File: src/rtl/whack_pkg.sv
// rtl/whack_pkg.sv - shared states, digit width and default timing for the whack-a-mole game
package whack_pkg;

   typedef enum logic [1:0] {
      ST_IDLE      = 2'd0,
      ST_WAIT_MOLE = 2'd1,
      ST_PLAY      = 2'd2,
      ST_OVER      = 2'd3
   } state_t;

   localparam int BCD_W = 4;

   localparam int T_START_DEF = 100_000_000;
   localparam int T_STEP_DEF  = 5_000_000;
   localparam int T_MIN_DEF   = 20_000_000;

endpackage

File: src/rtl/bcd_score_counter.sv
// rtl/bcd_score_counter.sv - saturating multi-digit BCD up-counter
module bcd_score_counter
   import whack_pkg::*;
#(
   parameter int SCORE_DIGITS = 4
) (
   input  logic                          clk,
   input  logic                          rst_n,
   input  logic                          clear,
   input  logic                          inc,
   output logic [BCD_W*SCORE_DIGITS-1:0] score_bcd,
   output logic                          sat
);

   logic [BCD_W*SCORE_DIGITS-1:0] incremented;
   logic                          carry;

   // ripple a decimal carry upward from digit 0
   always_comb begin
      incremented = score_bcd;
      carry       = 1'b1;
      for (int i = 0; i < SCORE_DIGITS; i++) begin
         if (carry) begin
            if (score_bcd[i*BCD_W +: BCD_W] == 4'd9) begin
               incremented[i*BCD_W +: BCD_W] = 4'd0;
            end else begin
               incremented[i*BCD_W +: BCD_W] = score_bcd[i*BCD_W +: BCD_W] + 4'd1;
               carry = 1'b0;
            end
         end
      end
   end

   // all digits at 9 means the score can no longer grow
   always_comb begin
      sat = 1'b1;
      for (int i = 0; i < SCORE_DIGITS; i++) begin
         if (score_bcd[i*BCD_W +: BCD_W] != 4'd9) sat = 1'b0;
      end
   end

   // score register; holds at all-9s instead of wrapping
   always_ff @(posedge clk) begin
      if (!rst_n || clear) begin
         score_bcd <= '0;
      end else if (inc && !sat) begin
         score_bcd <= incremented;
      end
   end

endmodule

File: src/rtl/whack_game_ctrl.sv
// rtl/whack_game_ctrl.sv - game-round controller: timeout, lives, modes and BCD score
module whack_game_ctrl
   import whack_pkg::*;
#(
   parameter int N_POS        = 8,
   parameter int SCORE_DIGITS = 4,
   parameter int T_START      = T_START_DEF,
   parameter int T_STEP       = T_STEP_DEF,
   parameter int T_MIN        = T_MIN_DEF,
   parameter int LIVES        = 3,
   parameter int POS_W        = $clog2(N_POS),
   parameter int LIFE_W       = $clog2(LIVES + 1)
) (
   input  logic                          clk,
   input  logic                          rst_n,
   input  logic                          restart,
   input  logic                          mode_endless,
   input  logic                          eval_now,
   input  logic [POS_W-1:0]              user_guess,
   input  logic [POS_W-1:0]              mole_pos,
   input  logic                          mole_changed,
   output logic                          guess_correct,
   output logic                          guess_wrong,
   output logic [BCD_W*SCORE_DIGITS-1:0] score_bcd,
   output logic [LIFE_W-1:0]             lives_left,
   output logic                          game_over,
   output logic                          playing
);

   localparam int TW = $clog2(T_START + 1);

   state_t          state, state_next;
   logic [TW-1:0]   timer, timeout, timeout_next;
   logic [TW:0]     diff;
   logic            endless;
   logic            start, hit, miss, load_timer, dec_timer, expired;
   logic            sat;

   // the timer is loaded with the full timeout, so the miss fires on the
   // cycle it would count down to zero: exactly timeout cycles after PLAY
   assign expired = (timer <= TW'(1));

   // shrink the timeout after a hit; the extra bit catches underflow before clamping
   always_comb begin
      diff = {1'b0, timeout} - (TW+1)'(T_STEP);
      if (diff[TW] || diff < (TW+1)'(T_MIN)) timeout_next = TW'(T_MIN);
      else                                   timeout_next = diff[TW-1:0];
   end

   // next-state and per-cycle event decode
   always_comb begin
      state_next = state;
      start      = 1'b0;
      hit        = 1'b0;
      miss       = 1'b0;
      load_timer = 1'b0;
      dec_timer  = 1'b0;
      case (state)
         ST_IDLE: begin
            if (restart) begin
               start      = 1'b1;
               state_next = ST_WAIT_MOLE;
            end
         end
         ST_WAIT_MOLE: begin
            if (restart) begin
               start      = 1'b1;
               state_next = ST_WAIT_MOLE;
            end else if (mole_changed) begin
               load_timer = 1'b1;
               state_next = ST_PLAY;
            end
         end
         ST_PLAY: begin
            if (restart) begin
               start      = 1'b1;
               state_next = ST_WAIT_MOLE;
            end else if (eval_now && user_guess == mole_pos) begin
               hit        = 1'b1;
               state_next = ST_WAIT_MOLE;
            end else if (eval_now || expired) begin
               miss = 1'b1;
               if (!endless && lives_left == LIFE_W'(1)) state_next = ST_OVER;
               else                                       state_next = ST_WAIT_MOLE;
            end else begin
               dec_timer = 1'b1;
            end
         end
         ST_OVER: begin
            if (restart) begin
               start      = 1'b1;
               state_next = ST_WAIT_MOLE;
            end
         end
         default: state_next = ST_IDLE;
      endcase
   end

   // state, timer, lives, mode latch and registered pulses
   always_ff @(posedge clk) begin
      if (!rst_n) begin
         state         <= ST_IDLE;
         timer         <= TW'(T_START);
         timeout       <= TW'(T_START);
         lives_left    <= LIFE_W'(LIVES);
         endless       <= 1'b0;
         guess_correct <= 1'b0;
         guess_wrong   <= 1'b0;
      end else begin
         state         <= state_next;
         guess_correct <= hit;
         guess_wrong   <= miss;
         if (start) begin
            timeout    <= TW'(T_START);
            lives_left <= LIFE_W'(LIVES);
            endless    <= mode_endless;
         end else begin
            if (hit)              timeout    <= timeout_next;
            if (miss && !endless) lives_left <= lives_left - LIFE_W'(1);
         end
         if (load_timer)     timer <= timeout;
         else if (dec_timer) timer <= timer - TW'(1);
      end
   end

   bcd_score_counter #(
      .SCORE_DIGITS (SCORE_DIGITS)
   ) u_score (
      .clk       (clk),
      .rst_n     (rst_n),
      .clear     (start),
      .inc       (hit),
      .score_bcd (score_bcd),
      .sat       (sat)
   );

   assign game_over = (state == ST_OVER);
   assign playing   = (state == ST_PLAY) || (state == ST_WAIT_MOLE);

endmodule

File: config.mk
export PLATFORM = sky130hd
export DESIGN_NAME = whack_game_ctrl
export DESIGN_NICKNAME = d
export VERILOG_FILES = /design/src/rtl/whack_pkg.sv /design/src/rtl/bcd_score_counter.sv /design/src/rtl/whack_game_ctrl.sv
export SDC_FILE = /design/constraint.sdc
export NUM_CORES = 1
export LEC_CHECK = 0
export ABC_AREA = 1
export ABC_CLOCK_PERIOD_IN_PS = 3620
export CORE_ASPECT_RATIO = 0.6
export CORE_UTILIZATION = 64
export DETAILED_ROUTE_END_ITERATION = 7
export GPL_ROUTABILITY_DRIVEN = 0
export GPL_TIMING_DRIVEN = 0
export PLACE_DENSITY_LB_ADDON = 0.15
export SYNTH_ARGS = -nofsm -noshare
export SYNTH_HDL_FRONTEND = slang
export SYNTH_HIERARCHICAL = 1
export SYNTH_SLANG_ARGS = --single-unit
File: constraint.sdc
create_clock -name clk -period 3.62 [get_ports clk]
set_input_delay 0.362 -clock clk [delete_from_list [all_inputs] [get_ports clk]]
set_output_delay 0.362 -clock clk [all_outputs]
set_load 0.05 [all_outputs]
==> results of run 1 <==
-- worst paths after layout --
check | startpoint | slack, ps | cells after the start | endpoint
setup / recovery | user_guess[0] | 1030 | 12 | u_score/score_bcd[10]
hold / removal | lives_left[1] | 490 | 2 | lives_left[1]
setup reg to reg | timeout[6] | 1070 | 18 | timeout[15]
hold reg to reg | lives_left[1] | 490 | 2 | lives_left[1]
-- where the power goes --
group          internal (mW)  switching (mW)  total [mW]
sequential             0.808          0.0288       0.837
clock                  0.601           0.346       0.947
combinational         0.0901           0.173       0.263
total                   1.50           0.548        2.05
-- per-layer routing --
metal  wire, um  global-route usage [%]
met5          0                       0
met4        202                    10.8
met3       1520                    10.9
met2       5580                    55.8
met1       6090                    49.6
-- flip-flops by register name, summed over array words and instances, names as in the netlist --
name and count:
u_score/score_bcd 16, endless 1, guess_correct 1, lives_left 2, state 2, timeout 21
guess_wrong 1, timer 27
-- critical path, stage by stage --
cell             delay, ps
clkdlybuf4s50_1        450
inv_1                   50
a22o_1                 210
nor4_2                 260
inv_1                   70
nor2_1                 460
buf_2                  410
buf_6                  230
nand3_2                 90
nand2_1                 60
nand2_1                 40
nor2_1                 140
-- area by class of cell --
| class | count | area [um^2] | share of cell area, % |
|---|---|---|---|
| multi-input combinational | 544 | 2790 | 51.3 |
| sequential | 71 | 1420 | 26.1 |
| inverter | 98 | 368 | 6.75 |
| timing repair buffer | 33 | 330 | 6.06 |
| clock buffer | 10 | 229 | 4.20 |
| buffer | 19 | 113 | 2.07 |
| tap | 87 | 109 | 2.00 |
| clock inverter | 6 | 85.1 | 1.56 |
==> impl_metrics.yaml, run 1 <==
run_status:
  status: "complete, no violations"
cells_and_area:
  utilization_pct: 79.2
  area_delta_synth_final_pct: 16.0
  final_common_cell: "nand2_1"
  layout_common_cells: "nand2_1, nor2_1, inv_1"
  fin_area_um2: 5450
  drive_above_1_share_pct: 9.22
  antenna_cells: 0
  fin_nets: 795
  fillCellCount: 531
  stdcell_count: 868
floorplanning:
  die_x_um: 113
  start_util_pct: 68.3
  std_cell_rows: 23
  die_area_um2: 7690
  placeableCoreArea_um2: 6880
  io_pins: 34
  die_h_um: 68.4
cts:
  post_cts_resized: 0
  cts_tree: "yes"
  cts.sinks: 71
  clockBufferDepth: 2
  worstSkewPairLatency_ps: 340
  post_cts_buffers: 0
  clk_pin_slew_ps: 60
  cts_root_buf: "clkbuf_16"
  cts_inserted_buffers: 9
  postCtsHoldBufs: 0
  htree_num_levels: 3
hold_path:
  min_path_type: "reg -> reg"
timing:
  layout_setup_ws_ps: 1030
  fin_crit_ps: 2590
  max_freq_mhz: 387
  tns_ps: 0
  holdWs_ps: 490
  finalSetupViolations: 0
  hold_viol: 0
  relSlewSlack_pct: 50.4
  worstMarginPinSlew_ps: 742
  finClkSkew_ps: 7.55
  slew_viol_final: 0
  layout_worst_path_cycle_share_pct: 71.4
  rsz0062_at_grt: "no"
power:
  ir_worst_vdd_v: 0.000522
  power_density_nw_per_um2: 376
  p_leak_nw: 2.29
  p_total_mw: 2.05
detailed_routing:
  drt-total-wl_mm: 13.4
  via_per_inst: 5.89
  drt-pass1-iter-count: 5
  routed-via-count: 5113
  drc: 0
  wire_per_inst_um: 15.4
  drt_iter0_markers: 693
  antenna_left: 0
grt:
  grt_pass1_vias: 4487
  overflow: 0
  grt_max_degree: 14
  track_usage_pct: 36.4
  grt_pass1_wl_mm: 21.4
  antenna_found_initial: 0
logic_synthesis:
  synth_nets: 751
  yosys_warnings: 6
  avgSynthCellArea_um2: 6.41
  netlist_instances: 732
  syn_area_um2: 4700
setup_path:
  worstPathArrival_ps: 2850
  start_kind: "input port"
  required_ps: 3890
  end_kind: "register"
  crit_type: "in -> reg"
  cp_max_fo: 13
placement:
  placed_cells: 852
  portBuffers: 33
  dp_hpwl_mm: 10.2
  dpl_worst_slack_ps: 754
  place_area_um2: 5130
job:
  cap_viol_max_count: 0
(Power assumes the default switching activity.)
==> inputs of run 2 (changes only) <==
- ABC_CLOCK_PERIOD_IN_PS: 3620 -> 2420
- CORE_UTILIZATION: 64 -> 60
- clock period: 3.62 -> 2.42 ns (I/O delays scaled with it)
==> run 2 against run 1 <==
Critical path depth is 1 higher. Non-clock buffer count is 4 higher. Via count is 1.1% higher.
==> impl_metrics.yaml, run 2 (synthesis results as in run 1) <==
cells_and_area:
  area_delta_synth_final_pct: 20.3
  drive_above_1_share_pct: 12.6
  final_common_cell: "nand2_1"
  fillCellCount: 597
  regArea_um2: 1430
  largest-register: "timer"
  fin_nets: 799
  multiInputGateArea_um2: 2890
  largest_reg_flops: 27
  antenna_cells: 0
  layout_common_cells: "nand2_1, nor2_1, inv_1"
  reg.largest.list: "timer (27), timeout (21), u_score/score_bcd (16)"
run_status:
  status: "complete, no violations"
floorplanning:
  die_area_um2: 8200
  die_h_um: 70.5
  die_x_um: 116
  std_cell_rows: 24
  start_util_pct: 63.3
  placeableCoreArea_um2: 7420
  io_pins: 34
cts:
  worstSkewPairLatency_ps: 340
  htree_num_levels: 3
  cts_inserted_buffers: 9
  cts.sinks: 71
  cts_tree: "yes"
  clockBufferDepth: 2
  clk_pin_slew_ps: 60
  cts_root_buf: "clkbuf_16"
hold_path:
  worstHoldStart: "mode_endless"
  holdPathEnd: "endless"
  min_path_cells: 3
  min_path_type: "in -> reg"
power:
  p_leak_nw: 2.35
  power_density_nw_per_um2: 566
  ir_worst_vdd_v: 0.000522
detailed_routing:
  routed-via-count: 5170
  via_per_inst: 5.82
  antenna_left: 0
  drt_iter0_markers: 560
  drt-total-wl_mm: 13.7
  drt-pass1-iter-count: 5
  drc: 0
  wire_per_inst_um: 15.4
setup_path:
  required_ps: 2660
  worstPathArrival_ps: 2630
  crit_chain: "buf_2, o21ai_1, o21ai_0, inv_1, nand2_1, xor2_2, nor2_1, nand2_1, nand3_2, nand2_4, nand3_4, o21ai_2, inv_1"
  reg2reg_from: "timeout[12]"
  reg2regPathDepth: 13
  critPathMaxStageDelay_ps: 340
  start_kind: "register"
  crit_type: "reg -> reg"
  r2r_slack_ps: 30
  end_kind: "register"
  crit_slowest_cell: "o21ai_1"
  timing.rr.end: "timeout[11]"
  cp_max_fo: 7
job:
  cap_viol_max_count: 0
placement:
  dp_hpwl_mm: 9.97
  portBuffers: 33
  dpl_worst_slack_ps: -314
grt:
  grt_max_degree: 14
  overflow: 0
  grt_pass1_vias: 4657
  antenna_found_initial: 0
  track_usage_pct: 35.3
  grt_pass1_wl_mm: 22.3
timing:
  finalSetupViolations: 0
  holdWs_ps: 490
  max_freq_mhz: 418
  relSlewSlack_pct: 51.6
  hold_viol: 0
  worstMarginPinSlew_ps: 724
  fin_crit_ps: 2390
  layout_worst_path_cycle_share_pct: 98.8
  finClkSkew_ps: 8.54
  slew_viol_final: 0
  layout_setup_ws_ps: 28.2
==> run 2: cell count changes in the layout (fill, tap and decap cells not counted), moves of 3 or more <==
cell     previous run  this run
nand2_1           189       186
buf_4               4         8
nand2_4             1         4
dfxtp_2             0         3
dfxtp_1            71        66
o21ai_0            28        25
==> run 2: power breakdown <==
group	internal [mW]	switching [mW]
logic	0.140	0.262
registers	1.21	0.0464
clock network	1.01	0.533
==> run 2: layer usage <==
layer / vias up / track usage (%) / wire (um)
met1: 2340 / 51.6 / 6310
met2: 317 / 49.7 / 5510
met3: 34 / 8.77 / 1630
met4: 0 / 12.4 / 249
met5: - / 0 / 0
li1: 2479 / - / -
==> run 2: cell type report <==
class                      instances  share of cell area, %
buffer                            19                   2.04
clock buffer                       9                   3.99
clock inverter                     7                   2.15
inverter                          98                   6.56
multi-input combinational        544                   51.2
sequential                        71                   25.4
tap                              104                   2.30
timing repair buffer              37                   6.38
==> run 2: worst max-delay path: cells and delay by family (launching register included) <==
kind | cells | cell delay, ps
XOR/XNOR | 1 | 170
buffers and inverters | 3 | 310
AND/OR/NAND/NOR | 6 | 750
flip-flops | 1 | 300
AO/OA/AOI/OAI | 3 | 750
==> run 2: worst max-delay path by stage <==
stage	startpoint	slack [ps]	to
global placement	user_guess[0]	-280	u_score/score_bcd[3]
detailed placement	user_guess[0]	-310	u_score/score_bcd[10]
finish	timeout[12]	30	timeout[11]
floorplan	timeout[7]	440	timeout[10]
CTS	timeout[6]	0.8	timeout[11]
global route	timeout[15]	-50	timeout[11]
==> run 2: timing repair <==
action | CTS | global route
endpoints found under the hold margin | 0 | 0
hold buffers | 0 | 0
setup buffers | 2 | 2
resized for setup | 4 | 32
endpoints found under the setup margin | 15 | 30
pin swaps | 1 | 9
==> run 2: per-stage QoR <==
step / area (um^2) / util, % / TNS, ps / total power [mW] / cells
after CTS: 5520 / 74.5 / 0 / 3.18 / 887
after detailed placement: 5160 / 69.5 / -6260 / 1.65 / 869
after global placement: 5160 / 69.5 / -5230 / 1.64 / 869
after global routing: 5650 / 76.2 / -267 / 3.30 / 889
after floorplan: 4700 / - / 0 / 1.54 / 732
final: 5650 / 76.2 / 0 / 3.20 / 889
==> inputs of run 3 (changes only) <==
--- a/config.mk
+++ b/config.mk
@@ -9,5 +9,5 @@
 export ABC_CLOCK_PERIOD_IN_PS = 2420
 export CORE_ASPECT_RATIO = 0.6
-export CORE_UTILIZATION = 60
+export CORE_UTILIZATION = 50
 export DETAILED_ROUTE_END_ITERATION = 7
 export GPL_ROUTABILITY_DRIVEN = 0
==> constraint.sdc (replaced) <==
create_clock -name clk -period 2.42 [get_ports clk]
set_input_delay 0.242 -clock clk [delete_from_list [all_inputs] [get_ports clk]]
set_output_delay 0.242 -clock clk [all_outputs]
set_load 0.1 [all_outputs]
==> run 3 against run 2 <==
Maximum frequency rose by 4.7%. Power shrank 1.4%. Clock power shrank 6%. First-iteration DRC count is 19% lower. Sequential power barely moved. Cell area increased by 1.2%. Final cell count up 2.9%. Sequential share of layout area shrank 0.32 points. Clock skew barely moved. Global-route usage shrank 6.2 points.
==> impl_metrics.yaml, run 3 (synthesis results as in run 1) <==
run_status:
  status: "complete, no violations"
detailed_routing:
  via_per_inst: 5.49
  wire_per_inst_um: 14.7
  drt-pass1-iter-count: 7
  antenna_left: 0
  drt_iter0_markers: 454
  drc: 0
  routed-via-count: 5025
  drt-total-wl_mm: 13.5
setup_path:
  cp_top_family: "buffers and inverters"
  end_kind: "output pin"
  worstPathArrival_ps: 2040
  crit_buf_inv: 1
  crit_type: "reg -> out"
  critPathMaxStageDelay_ps: 1130
  required_ps: 2180
  start_kind: "register"
  crit_chain: "ha_1, clkdlybuf4s50_1"
  cp_max_fo: 4
  crit_slowest_cell: "clkdlybuf4s50_1"
floorplanning:
  placeableCoreArea_um2: 8820
  std_cell_rows: 26
  io_pins: 34
  die_area_um2: 9800
  die_x_um: 127
  start_util_pct: 53.3
  die_h_um: 77.1
cells_and_area:
  reg.largest.list: "timer (27), timeout (21), u_score/score_bcd (16)"
  fin_area_um2: 5720
  largest-register: "timer"
  area_delta_synth_final_pct: 21.7
  utilization_pct: 64.8
  layout_common_cells: "nand2_1, nor2_1, inv_1"
  fin_nets: 803
  drive_above_1_share_pct: 13.2
  largest_reg_flops: 27
  final_common_cell: "nand2_1"
  antenna_cells: 0
power:
  power_density_nw_per_um2: 551
  pwr-share-seq_pct: 39.7
  swShare_pct: 27.5
  cellInternalPower_mw: 2.28
  p_leak_nw: 2.39
  pwr-share-clk_pct: 46.0
  pwr-share-comb_pct: 14.3
  p_sw_mw: 0.868
  p_total_mw: 3.15
  ir_worst_vdd_v: 0.000368
timing:
  fin_crit_ps: 2280
  relSlewSlack_pct: 34.5
  hold_viol: 0
  finalSetupViolations: 0
  layout_worst_path_cycle_share_pct: 94.4
  max_freq_mhz: 438
  slew_viol_final: 0
  worstMarginPinSlew_ps: 979
  finClkSkew_ps: 8.48
grt:
  track_usage_pct: 29.1
  grt_pass1_wl_mm: 22.3
  antenna_found_initial: 0
  grt_pass1_vias: 4558
  overflow: 0
  grt_max_degree: 14
cts:
  clk_pin_slew_ps: 60
  cts_inserted_buffers: 9
  htree_num_levels: 3
  cts.sinks: 71
  cts_root_buf: "clkbuf_16"
  clockBufferDepth: 2
  postCtsHoldBufs: 0
  worstSkewPairLatency_ps: 340
  cts_tree: "yes"
placement:
  dp_hpwl_mm: 10.2
  portBuffers: 33
  place_area_um2: 5180
job:
  cap_viol_max_count: 0
hold_path:
  min_path_type: "in -> reg"
## run 3: timing repair
item,4_1_cts,5_1_grt
gates resized for setup,4,38
endpoints found under the setup margin,21,44
pin swaps,0,6
setup buffers,0,8
cloned,0,0
## run 3: path summary, 6_finish.rpt
path	start	endpoint	slack (ps)	cells after the start
min	mode_endless	endless	490	3
min reg2reg	lives_left[1]	lives_left[1]	500	2
max reg2reg	timer[2]	timer[12]	170	15
max	state[0]	game_over	140	2
## run 3: area by class of cell
cell class / instances / area, um^2
repair buffers: 41 / 389
well taps: 126 / 158
plain buffers: 19 / 115
fillers: 771 / 3100
clock inverters: 6 / 83.8
clock buffers: 10 / 239
inverters: 98 / 368
multi-input cells: 544 / 2930
flip-flops and latches: 71 / 1430
## run 3: stage by stage
step                      worst slack (ps)  cells  setup TNS [ps]  hold slack (ps)
after floorplan                        356    732               0              377
after global placement                -288    891           -5230              467
after detailed placement              -395    891           -9240              494
after CTS                             29.1    907               0              482
after global routing                -0.385    915          -0.385              516
final                                  137    915               0              486
## run 3: power groups by stage
stage               clock network [mW]  registers [mW]  logic (mW)
floorplan                            0            1.27       0.302
global route                      1.50            1.26       0.496
global placement                     0            1.27       0.403
detailed placement                   0            1.28       0.415
CTS                               1.46            1.25       0.414
finish                            1.45            1.25       0.451
## run 3: worst reg2reg max path, stage by stage (launching register included)
cell and delay, ps:
dfxtp_2 340, nor2_2 140, nand2_1 80, nor2_2 120, nand2_2 100, inv_2 70
nand2_1 70, nor2_2 160, nand3b_1 200, nand3b_4 160, nor2_4 70, nand2_4 100
inv_2 70, buf_4 180, a22oi_1 170, a21oi_1 90
## run 3: layer usage
layer	up-vias	part of all wire [%]	GRT usage, %
met5	-	0	0
met3	16	11	8.16
li1	2484	-	-
met4	0	0.94	8.57
met2	227	39	40.3
met1	2298	49	42.9
